### src/rtl/x7seg_arbiter.sv
// x7seg_arbiter: round-robin owner selection for one shared 4-digit hex display.
// Each grant is held for a minimum dwell of HOLD_CYCLES before it can move on.
// Optional forced release of a lone long-term owner: define X7ARB_TIMEOUT_EN.
module x7seg_arbiter #(
  parameter int unsigned HOLD_CYCLES = 16,
  parameter logic [15:0] IDLE_X      = 16'h0000,
  parameter int unsigned MAX_CYCLES  = 64
) (
  input  logic        clk,
  input  logic        clr_n,
  input  logic        req0,
  input  logic [15:0] data0,
  input  logic        req1,
  input  logic [15:0] data1,
  output logic        gnt0,
  output logic        gnt1,
  output logic [15:0] disp_x,
`ifdef X7ARB_TIMEOUT_EN
  output logic        timeout,
`endif
  output logic        busy
);

  localparam int unsigned CW = $clog2(MAX_CYCLES + 1);
  localparam logic [CW-1:0] HOLD_MAX = CW'(HOLD_CYCLES);

  typedef enum logic [1:0] {IDLE, OWN0, OWN1} state_t;

  state_t          state;
  logic [CW-1:0]   hold_cnt;
  logic            ptr;        // requester preferred when both ask from IDLE
  logic            hold_done;
  logic [CW-1:0]   hold_inc;

  // Dwell counter saturates at HOLD_CYCLES; release is only legal once there
  assign hold_done = (hold_cnt == HOLD_MAX);
  assign hold_inc  = hold_done ? hold_cnt : hold_cnt + CW'(1);

`ifdef X7ARB_TIMEOUT_EN
  localparam logic [CW-1:0] TMO_MAX = CW'(MAX_CYCLES);
  logic [CW-1:0]   tmo_cnt;
  logic            tmo_done;
  logic [CW-1:0]   tmo_inc;

  // Age of the current grant, saturating at MAX_CYCLES
  assign tmo_done = (tmo_cnt == TMO_MAX);
  assign tmo_inc  = tmo_done ? tmo_cnt : tmo_cnt + CW'(1);
`endif

  // Arbiter FSM with registered grants, busy and display value
  always_ff @(posedge clk) begin
    if (clr_n) begin
      state    <= IDLE;
      gnt0     <= 1'b0;
      gnt1     <= 1'b0;
      busy     <= 1'b0;
      disp_x   <= IDLE_X;
      hold_cnt <= '0;
      ptr      <= 1'b0;
`ifdef X7ARB_TIMEOUT_EN
      tmo_cnt  <= '0;
      timeout  <= 1'b0;
`endif
    end else begin
`ifdef X7ARB_TIMEOUT_EN
      timeout <= 1'b0;
`endif
      case (state)
        IDLE: begin
          if (req0 && (!req1 || !ptr)) begin
            state    <= OWN0;
            gnt0     <= 1'b1;
            gnt1     <= 1'b0;
            busy     <= 1'b1;
            disp_x   <= data0;
            hold_cnt <= '0;
            ptr      <= 1'b1;
`ifdef X7ARB_TIMEOUT_EN
            tmo_cnt  <= '0;
`endif
          end else if (req1) begin
            state    <= OWN1;
            gnt0     <= 1'b0;
            gnt1     <= 1'b1;
            busy     <= 1'b1;
            disp_x   <= data1;
            hold_cnt <= '0;
            ptr      <= 1'b0;
`ifdef X7ARB_TIMEOUT_EN
            tmo_cnt  <= '0;
`endif
          end else begin
            gnt0   <= 1'b0;
            gnt1   <= 1'b0;
            busy   <= 1'b0;
            disp_x <= IDLE_X;
          end
        end

        OWN0: begin
          if (hold_done && req1) begin
            state    <= OWN1;
            gnt0     <= 1'b0;
            gnt1     <= 1'b1;
            busy     <= 1'b1;
            disp_x   <= data1;
            hold_cnt <= '0;
            ptr      <= 1'b0;
`ifdef X7ARB_TIMEOUT_EN
            tmo_cnt  <= '0;
`endif
          end else if (hold_done && !req0) begin
            state  <= IDLE;
            gnt0   <= 1'b0;
            gnt1   <= 1'b0;
            busy   <= 1'b0;
            disp_x <= IDLE_X;
`ifdef X7ARB_TIMEOUT_EN
          end else if (hold_done && tmo_done) begin
            // lone owner overstayed: drop to IDLE and favour the other side
            state   <= IDLE;
            gnt0    <= 1'b0;
            gnt1    <= 1'b0;
            busy    <= 1'b0;
            disp_x  <= IDLE_X;
            ptr     <= 1'b1;
            timeout <= 1'b1;
`endif
          end else begin
            disp_x   <= data0;
            hold_cnt <= hold_inc;
`ifdef X7ARB_TIMEOUT_EN
            tmo_cnt  <= tmo_inc;
`endif
          end
        end

        OWN1: begin
          if (hold_done && req0) begin
            state    <= OWN0;
            gnt0     <= 1'b1;
            gnt1     <= 1'b0;
            busy     <= 1'b1;
            disp_x   <= data0;
            hold_cnt <= '0;
            ptr      <= 1'b1;
`ifdef X7ARB_TIMEOUT_EN
            tmo_cnt  <= '0;
`endif
          end else if (hold_done && !req1) begin
            state  <= IDLE;
            gnt0   <= 1'b0;
            gnt1   <= 1'b0;
            busy   <= 1'b0;
            disp_x <= IDLE_X;
`ifdef X7ARB_TIMEOUT_EN
          end else if (hold_done && tmo_done) begin
            // lone owner overstayed: drop to IDLE and favour the other side
            state   <= IDLE;
            gnt0    <= 1'b0;
            gnt1    <= 1'b0;
            busy    <= 1'b0;
            disp_x  <= IDLE_X;
            ptr     <= 1'b0;
            timeout <= 1'b1;
`endif
          end else begin
            disp_x   <= data1;
            hold_cnt <= hold_inc;
`ifdef X7ARB_TIMEOUT_EN
            tmo_cnt  <= tmo_inc;
`endif
          end
        end

        default: begin
          state  <= IDLE;
          gnt0   <= 1'b0;
          gnt1   <= 1'b0;
          busy   <= 1'b0;
          disp_x <= IDLE_X;
        end
      endcase
    end
  end

endmodule

### config.mk
export PLATFORM = sky130hd
export DESIGN_NAME = x7seg_arbiter
export DESIGN_NICKNAME = d
export VERILOG_FILES = /design/src/rtl/x7seg_arbiter.sv
export SDC_FILE = /design/constraint.sdc
export NUM_CORES = 1
export LEC_CHECK = 0
export CAP_MARGIN = 15
export CORE_MARGIN = 2
export CORE_UTILIZATION = 40
export DETAILED_ROUTE_END_ITERATION = 7
export GPL_TIMING_DRIVEN = 1
export PLACE_DENSITY = 0.83
export SETUP_SLACK_MARGIN = 0.5
export SLEW_MARGIN = 0
export SYNTH_ARGS = -nofsm -noshare
export SYNTH_HDL_FRONTEND = slang
export SYNTH_SLANG_ARGS = --single-unit
### constraint.sdc
create_clock -name clk -period 1.98 [get_ports clk]
set_clock_uncertainty 0.15 [all_clocks]
set_input_delay 0.198 -clock clk [delete_from_list [all_inputs] [get_ports clk]]
set_output_delay 0.198 -clock clk [all_outputs]
set_load 0.02 [all_outputs]
==> summary.txt, run 1 <==
status: finished, violations left
failing checks: negative setup slack
initial antenna violation count: 0
pre-CTS WS: -0.196 ns
residual DRC count: 0
Crit Path Class: register to register
Setup crit start kind: register
VDD IR max: 0.845 mV
Worst R2R Path Depth: 7
Core ar.: 0.00366 sq mm
Fin Hold WS: 0.353 ns
# IOs: 55
grt ovf: 0
Cell variety after synth: 45
DP Cell Count: 285
final setup fails: 18
fraction of registers with async set/reset: 0
Worst-path clk slew: 0.06 ns
sequential area share after synthesis: 0.379
share of power burned in registers: 0.266
# diodes: 0
grt met1 use: 0.268
Placement Cell Area: 0.00230 sq mm
CTS Sinks: 29
Slew @ Worst Pin: 0.467 ns
CP endpoint kind: register
number of global-route vias before repair: 1715
clock share of power: 0.156
CTS tree: done
crit path max fanout: 16
Vert. Die Dim: 65.9 microns
Cell Pwr Density: 1170 mW/mm^2
CTS Hold Bufs: 0
YS warnings: 0
GRT busiest layer: met2
clk_lat worst skew: 0.28 ns
first-pass GRT wire length: 8080 microns
Pins Over Slew Limit: 0
P_sw: 1.20 mW
Rel. slew slack: 0.685
fin area: 0.00267 sq mm
Synth Cell Area: 0.00153 sq mm
Internal: 1.91 mW
Yosys reg bits: 29
share of cells above drive strength 1: 0.377
total track usage: 0.248
Synthesized Nets: 206
RSZ-0062 raised after global routing: yes
routability cong.: 0.911
Cells after Synth: 164
Comb pwr share: 0.578
Avg Cell Area, Syn: 9.35 sq um
Starting Density: 0.419
clk root buf: clkbuf_8
1st-pass router iterations: 4
die area: 0.00434 sq mm
M2 GR Usage: 0.455
largest net degree at the start of global routing: 17
Pwr Total: 3.11 mW
Lkg Pwr: 1.10 nW
Die W: 65.9 microns
DR vias: 1631
Most used DFF post-synth: dfxtp_1
Min Clock Period, post-route: 2.07 ns
post-route setup TNS: -1.29 ns
met3 Use GR: 0.0750
CTS Buf Count: 5
final net count: 294
Sw Ratio: 0.387
Post-Layout Cell Count: 300
standard-cell rows: 22
Hold Crit Class: primary input to register
H-tree depth: 2
Worst EP required: 2.05 ns
hold path depth: 2
Vias per Instance: 5.44
data arrival time of the critical path: 2.14 ns
Clock Path Buffers: 2
Routed WL: 5000 microns
HPWL after DPL: 3160 microns
Finished Core Util: 0.729
Max Cap Viol: 0
Area Overhead vs Synth: 74.0%
fill count: 248
Post-synth EDFFs: 0
Buffers on Ports: 54
Iter 0 DRT Violations: 75
antenna viol nets, final: 0
WL/cell: 16.7 microns
crit share post-route: 1.05
Hold Fails Final Rpt: 0
Max Clk Rate: 0.483 GHz
Worst Slack Setup Final: -0.0903 ns
flop2flop setup slack: -0.09 ns
-- cells in the mapped netlist, drive strengths merged, types with 2 or more instances --
library cell / n / area [sq um]
ha: 6 / 75.1
nand2: 9 / 33.8
o21ai: 11 / 58.8
or2b: 2 / 17.5
a21oi: 11 / 58.8
nor2b: 3 / 18.8
nand3b: 3 / 22.5
nand2b: 2 / 12.5
dfxtp: 29 / 581
buf: 4 / 31.3
a211oi: 4 / 30.0
inv: 6 / 22.5
or3: 4 / 26.3
nor2: 15 / 56.3
a22o: 17 / 163
clkbuf: 5 / 41.3
mux2i: 5 / 50.1
nand3: 9 / 45.0
-- cell families (layout without fill, tap and decap cells) --
kind of cell | Yosys count | count (layout) | share of synthesized area
mux | 5 | 5 | 0.0327
fa+ha+maj | 6 | 6 | 0.0490
compound gates | 54 | 54 | 0.273
flops | 29 | 29 | 0.379
simple gates | 55 | 55 | 0.205
buf+inv | 15 | 103 | 0.0620
-- cell usage in the layout, fill, tap and decap left out, drive strengths merged, types with 4 or more instances in the layout --
cell type / n
a21oi: 11
dlygate4sd2: 19
or3: 4
nor2: 15
mux2i: 5
clkbuf: 7
ha: 6
dfxtp: 29
clkdlybuf4s50: 35
o21ai: 11
inv: 6
nand3: 9
a211oi: 4
a22o: 17
nand2: 9
buf: 36
-- final cells by class --
cell class | count | area, sq um | area share
clock buffers | 7 | 86.3 | 0.0324
inverters | 6 | 22.5 | 0.00844
multi-input cells | 120 | 1080 | 0.406
flip-flops and latches | 29 | 587 | 0.220
well taps | 48 | 60.1 | 0.0225
repair buffers | 90 | 830 | 0.311
-- timing repair --
action	in CTS	in global routing
gates cloned	0	0
setup endpoints to repair	48	29
pin swaps	21	8
gates resized for setup	74	1
buffers inserted	7	1
-- flip-flops by register name, indices dropped and copies added (netlist names) --
name and cells:
gnt1 1, ptr 1, busy 1, disp_x 16
hold_cnt 7, gnt0 1, state 2
-- final timing paths --
check | to | start
setup reg to reg | disp_x[1] | hold_cnt[5]
setup / recovery | disp_x[1] | hold_cnt[5]
hold reg to reg | gnt0 | gnt0
hold / removal | disp_x[14] | data1[14]
-- power by group through the flow --
stage                     Combinational [mW]  Sequential, mW  Clock (mW)
final                                   1.80           0.828       0.486
after global routing                    1.92           0.842       0.520
after CTS                               1.76           0.827       0.489
after detailed placement                1.57           0.838           0
after global placement                  1.55           0.829           0
after floorplan                        0.811            1.01           0
-- routing by layer --
| metal | routed length (microns) | vias up |
|---|---|---|
| li1 | - | 778 |
| met1 | 1860 | 794 |
| met2 | 2830 | 48 |
| met3 | 231 | 11 |
| met4 | 77 | 0 |
| met5 | 0 | - |
-- critical path: stages (launching register included) --
cell and delay, ns:
dfxtp_2 0.32, or4b_4 0.57, buf_6 0.14, o32ai_4 0.25, a21oi_2 0.08, nor3_4 0.20
buf_12 0.17, a22o_2 0.14
(Power assumes the default switching activity.)
==> run 2, diff against run 1 <==
==> constraint.sdc (replaced) <==
create_clock -name clk -period 1.98 [get_ports clk]
set_clock_uncertainty 0.15 [all_clocks]
set_input_delay 0.495 -clock clk [delete_from_list [all_inputs] [get_ports clk]]
set_output_delay 0.495 -clock clk [all_outputs]
set_load 0.02 [all_outputs]
==> summary.txt, run 2 (same netlist as run 1, synthesis figures left out) <==
status: finished, violations left
failing checks: negative setup slack
Placement Cell Area: 0.00231 sq mm
Pwr Total: 3.27 mW
Die W: 65.9 microns
1st-pass router iterations: 4
Routed WL: 5420 microns
CTS Sinks: 29
Max Clk Rate: 0.477 GHz
share of cells above drive strength 1: 0.473
initial antenna violation count: 0
WL/cell: 17.5 microns
Setup crit start kind: register
Crit Path Class: register to register
Post-Layout Cell Count: 310
Hold Crit Class: register to register
commonest non-fill, non-tap cells in the layout: 33 x clkdlybuf4s50_1, 30 x buf_4, 24 x dfxtp_1
# IOs: 55
Finished Core Util: 0.741
grt ovf: 0
Slew @ Worst Pin: 0.352 ns
largest net degree at the start of global routing: 17
DP Cell Count: 286
Hold Fails Final Rpt: 0
final net count: 303
Worst-path clk slew: 0.06 ns
Iter 0 DRT Violations: 103
Lkg Pwr: 1.15 nW
standard-cell rows: 22
# diodes: 0
Worst Slack Setup Final: -0.117 ns
fin area: 0.00271 sq mm
DR vias: 1727
HPWL after DPL: 3180 microns
residual DRC count: 0
Pins Over Slew Limit: 0
Largest regs: disp_x (16), hold_cnt (7), state (2)
CTS tree: done
Vert. Die Dim: 65.9 microns
Starting Density: 0.419
number of global-route vias before repair: 1711
CP endpoint kind: register
Worst EP required: 1.97 ns
antenna viol nets, final: 0
Max Cap Viol: 0
Cell Pwr Density: 1200 mW/mm^2
die area: 0.00434 sq mm
Area Overhead vs Synth: 77.1%
crit path max fanout: 5
Min Clock Period, post-route: 2.10 ns
clk root buf: clkbuf_8
RSZ-0062 raised after global routing: yes
Core ar.: 0.00366 sq mm
routability cong.: 0.939
final setup fails: 23
pre-CTS WS: -0.472 ns
number of flip-flops in the largest register: 16
Buffers on Ports: 54
CTS Buf Count: 5
Clock Path Buffers: 2
crit share post-route: 1.06
Rel. slew slack: 0.762
first-pass GRT wire length: 8280 microns
most common cell after layout, fill and taps aside: clkdlybuf4s50_1
data arrival time of the critical path: 2.08 ns
Vias per Instance: 5.57
most flop-heavy register: disp_x
clk_lat worst skew: 0.28 ns
VDD IR max: 0.831 mV
total track usage: 0.255
H-tree depth: 2
## run 2: cell count changes in the layout (fill, tap and decap cells not counted), moves of 4 or more
cell,change
buf_6,+4
a22o_4,+5
buf_2,+19
dlygate4sd2_1,-18
a22o_2,-5
## run 2: layer usage
layer / track usage / vias up / wire (microns)
met2: 0.467 / 71 / 2930
met3: 0.0630 / 16 / 299
met5: 0 / - / 0
li1: - / 803 / -
met4: 0.0781 / 0 / 150
met1: 0.287 / 837 / 2040
## run 2: cell type report
type | count | area (sq um)
multi-input combinational | 120 | 1090
tap | 48 | 60.1
inverter | 6 | 22.5
timing repair buffer | 99 | 872
sequential | 29 | 587
fill | 243 | 947
clock buffer | 6 | 72.6
clock inverter | 2 | 10.0
## run 2: worst paths after layout
path	startpoint	end	slack (ns)	cells past startpoint
hold / removal	busy	busy	0.35	2
setup / recovery	hold_cnt[5]	hold_cnt[1]	-0.12	8
hold reg to reg	busy	busy	0.35	2
setup reg to reg	hold_cnt[5]	hold_cnt[1]	-0.12	8
## run 2: power breakdown
group	internal [mW]	switching, mW	leakage [nW]
Sequential	0.758	0.0729	0.241
Clock	0.243	0.217	0.0450
Combinational	0.998	0.977	0.861
Total	2.00	1.27	1.15
## run 2: worst max-delay path, cell delays in order (launching register included)
cell and delay, ns:
dfxtp_2 0.32, or4b_4 0.57, buf_4 0.17, buf_6 0.12, o221ai_4 0.16, buf_6 0.15, nor2_1 0.08, nand3b_1 0.11
o311ai_1 0.13
## run 2: metrics by stage
stage | setup TNS [ns] | hold slack [ns]
2_1_floorplan | 0 | 0.326
6_report | -1.56 | 0.355
3_5_place_dp | -11.08 | 0.342
4_1_cts | -0.714 | 0.362
5_1_grt | -2.84 | 0.404
3_3_place_gp | -10.10 | 0.332
## run 2: repair_timing
item                                   in CTS  in global routing
gates cloned                                1                  0
pin swaps                                  14                 13
resized for setup                         123                 16
buffers inserted                           11                  4
setup endpoints to repair                  48                 31
hold buffers                                0                  0
endpoints found under the hold margin       0                  0
==> run 3, diff against run 2 <==
--- a/config.mk
+++ b/config.mk
@@ -5,12 +5,12 @@
 export SDC_FILE = /design/constraint.sdc
 export NUM_CORES = 1
 export LEC_CHECK = 0
-export CAP_MARGIN = 15
 export CORE_MARGIN = 2
 export CORE_UTILIZATION = 40
 export DETAILED_ROUTE_END_ITERATION = 7
+export DONT_BUFFER_PORTS = 1
 export GPL_TIMING_DRIVEN = 1
-export PLACE_DENSITY = 0.83
+export PLACE_DENSITY = 0.63
 export SETUP_SLACK_MARGIN = 0.5
 export SLEW_MARGIN = 0
 export SYNTH_ARGS = -nofsm -noshare
==> constraint.sdc (replaced) <==
create_clock -name clk -period 1.98 [get_ports clk]
set_clock_uncertainty 0.15 [all_clocks]
set_input_delay 0.396 -clock clk [delete_from_list [all_inputs] [get_ports clk]]
set_output_delay 0.396 -clock clk [all_outputs]
set_load 0.02 [all_outputs]
==> summary.txt, run 3 (same netlist as run 1, synthesis figures left out) <==
most common cell after layout, fill and taps aside: dfxtp_1
CP max stage delay: 0.58 ns
Worst-path clk slew: 0.07 ns
die area: 0.00434 sq mm
Slew @ Worst Pin: 0.341 ns
Worst EP required: 2.05 ns
Internal: 1.91 mW
DR vias: 1404
CP endpoint kind: register
Comb pwr share: 0.466
commonest non-fill, non-tap cells in the layout: 23 x dfxtp_1, 22 x buf_4, 13 x nor2_1
Pins Over Slew Limit: 0
status: finished clean
Clock Path Buffers: 2
CTS Buf Count: 5
pre-CTS WS: -0.167 ns
share of power burned in registers: 0.331
# diodes: 0
clk_lat worst skew: 0.27 ns
Vert. Die Dim: 65.9 microns
CTS tree: done
total track usage: 0.185
initial antenna violation count: 0
share of cells above drive strength 1: 0.505
Area Overhead vs Synth: 42.4%
largest net degree at the start of global routing: 18
VDD IR max: 0.737 mV
CTS Sinks: 29
Largest regs: disp_x (16), hold_cnt (7), state (2)
grt ovf: 0
Crit Path Class: register to register
P_sw: 1.17 mW
HPWL after DPL: 2800 microns
routability cong.: 0.839
Vias per Instance: 5.75
Hold Crit Class: primary input to register
# IOs: 55
Buffers on Ports: 0
hold path depth: 1
Iter 0 DRT Violations: 62
Hold Fails Final Rpt: 0
Max Clk Rate: 0.520 GHz
Rel. slew slack: 0.773
RSZ-0062 raised after global routing: yes
Min Clock Period, post-route: 1.92 ns
antenna viol nets, final: 0
residual DRC count: 0
Cell Pwr Density: 1410 mW/mm^2
number of global-route vias before repair: 1329
standard-cell rows: 22
Lkg Pwr: 0.835 nW
data arrival time of the critical path: 1.99 ns
Starting Density: 0.419
WL/cell: 16.8 microns
number of flip-flops in the largest register: 16
most flop-heavy register: disp_x
Die W: 65.9 microns
clk root buf: clkbuf_8
Core ar.: 0.00366 sq mm
post-route setup TNS: 0 ns
Sw Ratio: 0.380
Worst Slack Setup Final: 0.0568 ns
Routed WL: 4110 microns
first-pass GRT wire length: 6230 microns
fill count: 308
Worst R2R Path Depth: 6
final setup fails: 0
Setup crit start kind: register
H-tree depth: 2
CP max-delay cell: or4b_4
Max Cap Viol: 0
1st-pass router iterations: 4
final net count: 237
crit share post-route: 0.971
clock share of power: 0.203
chain of cells forming the critical path: or4b_4, o32ai_4, a21oi_4, nor3_4, buf_12, a22o_2
crit path max fanout: 16
-- run 3: final timing paths --
check        slack [ns]        start          end
max                0.06  hold_cnt[3]    disp_x[1]
min                0.03        clr_n  hold_cnt[0]
max reg2reg        0.06  hold_cnt[3]    disp_x[1]
min reg2reg        0.39     state[0]     state[0]
-- run 3: critical path, delay by kind of cell, from the launching register on --
kind,cells,cell delay (ns)
AND/OR/NAND/NOR,2,0.73
AO/OA/AOI/OAI,3,0.49
buffers and inverters,1,0.16
flip-flops,1,0.34
-- run 3: area by class of cell --
| class | count | area [sq um] | area share |
|---|---|---|---|
| clock buffer | 6 | 82.6 | 0.0378 |
| clock inverter | 2 | 37.5 | 0.0172 |
| inverter | 6 | 22.5 | 0.0103 |
| multi-input combinational | 120 | 1090 | 0.497 |
| sequential | 29 | 588 | 0.269 |
| tap | 48 | 60.1 | 0.0275 |
| timing repair buffer | 33 | 307 | 0.140 |
-- run 3: power by group through the flow --
stage | registers [mW] | clock network, mW | logic [mW]
2_1_floorplan | 1.01 | 0 | 0.811
3_3_place_gp | 1.03 | 0 | 0.947
3_5_place_dp | 1.04 | 0 | 0.977
4_1_cts | 1.03 | 0.638 | 1.27
5_1_grt | 1.04 | 0.674 | 1.54
6_report | 1.02 | 0.628 | 1.44
-- run 3: timing repair --
item                       CTS  global route
hold buffers                 0             0
gates cloned                 0             0
gates resized for setup     49            10
setup endpoints to repair   29            29
setup buffers                5             4
pin swaps                   19             8
-- run 3: layer usage --
layer,up-vias,track usage,share of wire
met3,0,0.0579,0.045
li1,665,-,-
met5,-,0,0
met2,46,0.311,0.55
met1,693,0.229,0.41
met4,0,0.0469,0
-- run 3: stage by stage --
step	std cells	hold slack [ns]	utilization	instance area, sq um	total power [mW]
finish	244	0.0255	0.596	2180	3.09
global route	244	0.00730	0.596	2180	3.26
CTS	240	0.0219	0.573	2100	2.94
detailed placement	227	0.315	0.470	1720	2.02
global placement	227	0.313	0.470	1720	1.98
floorplan	164	0.326	-	1560	1.82
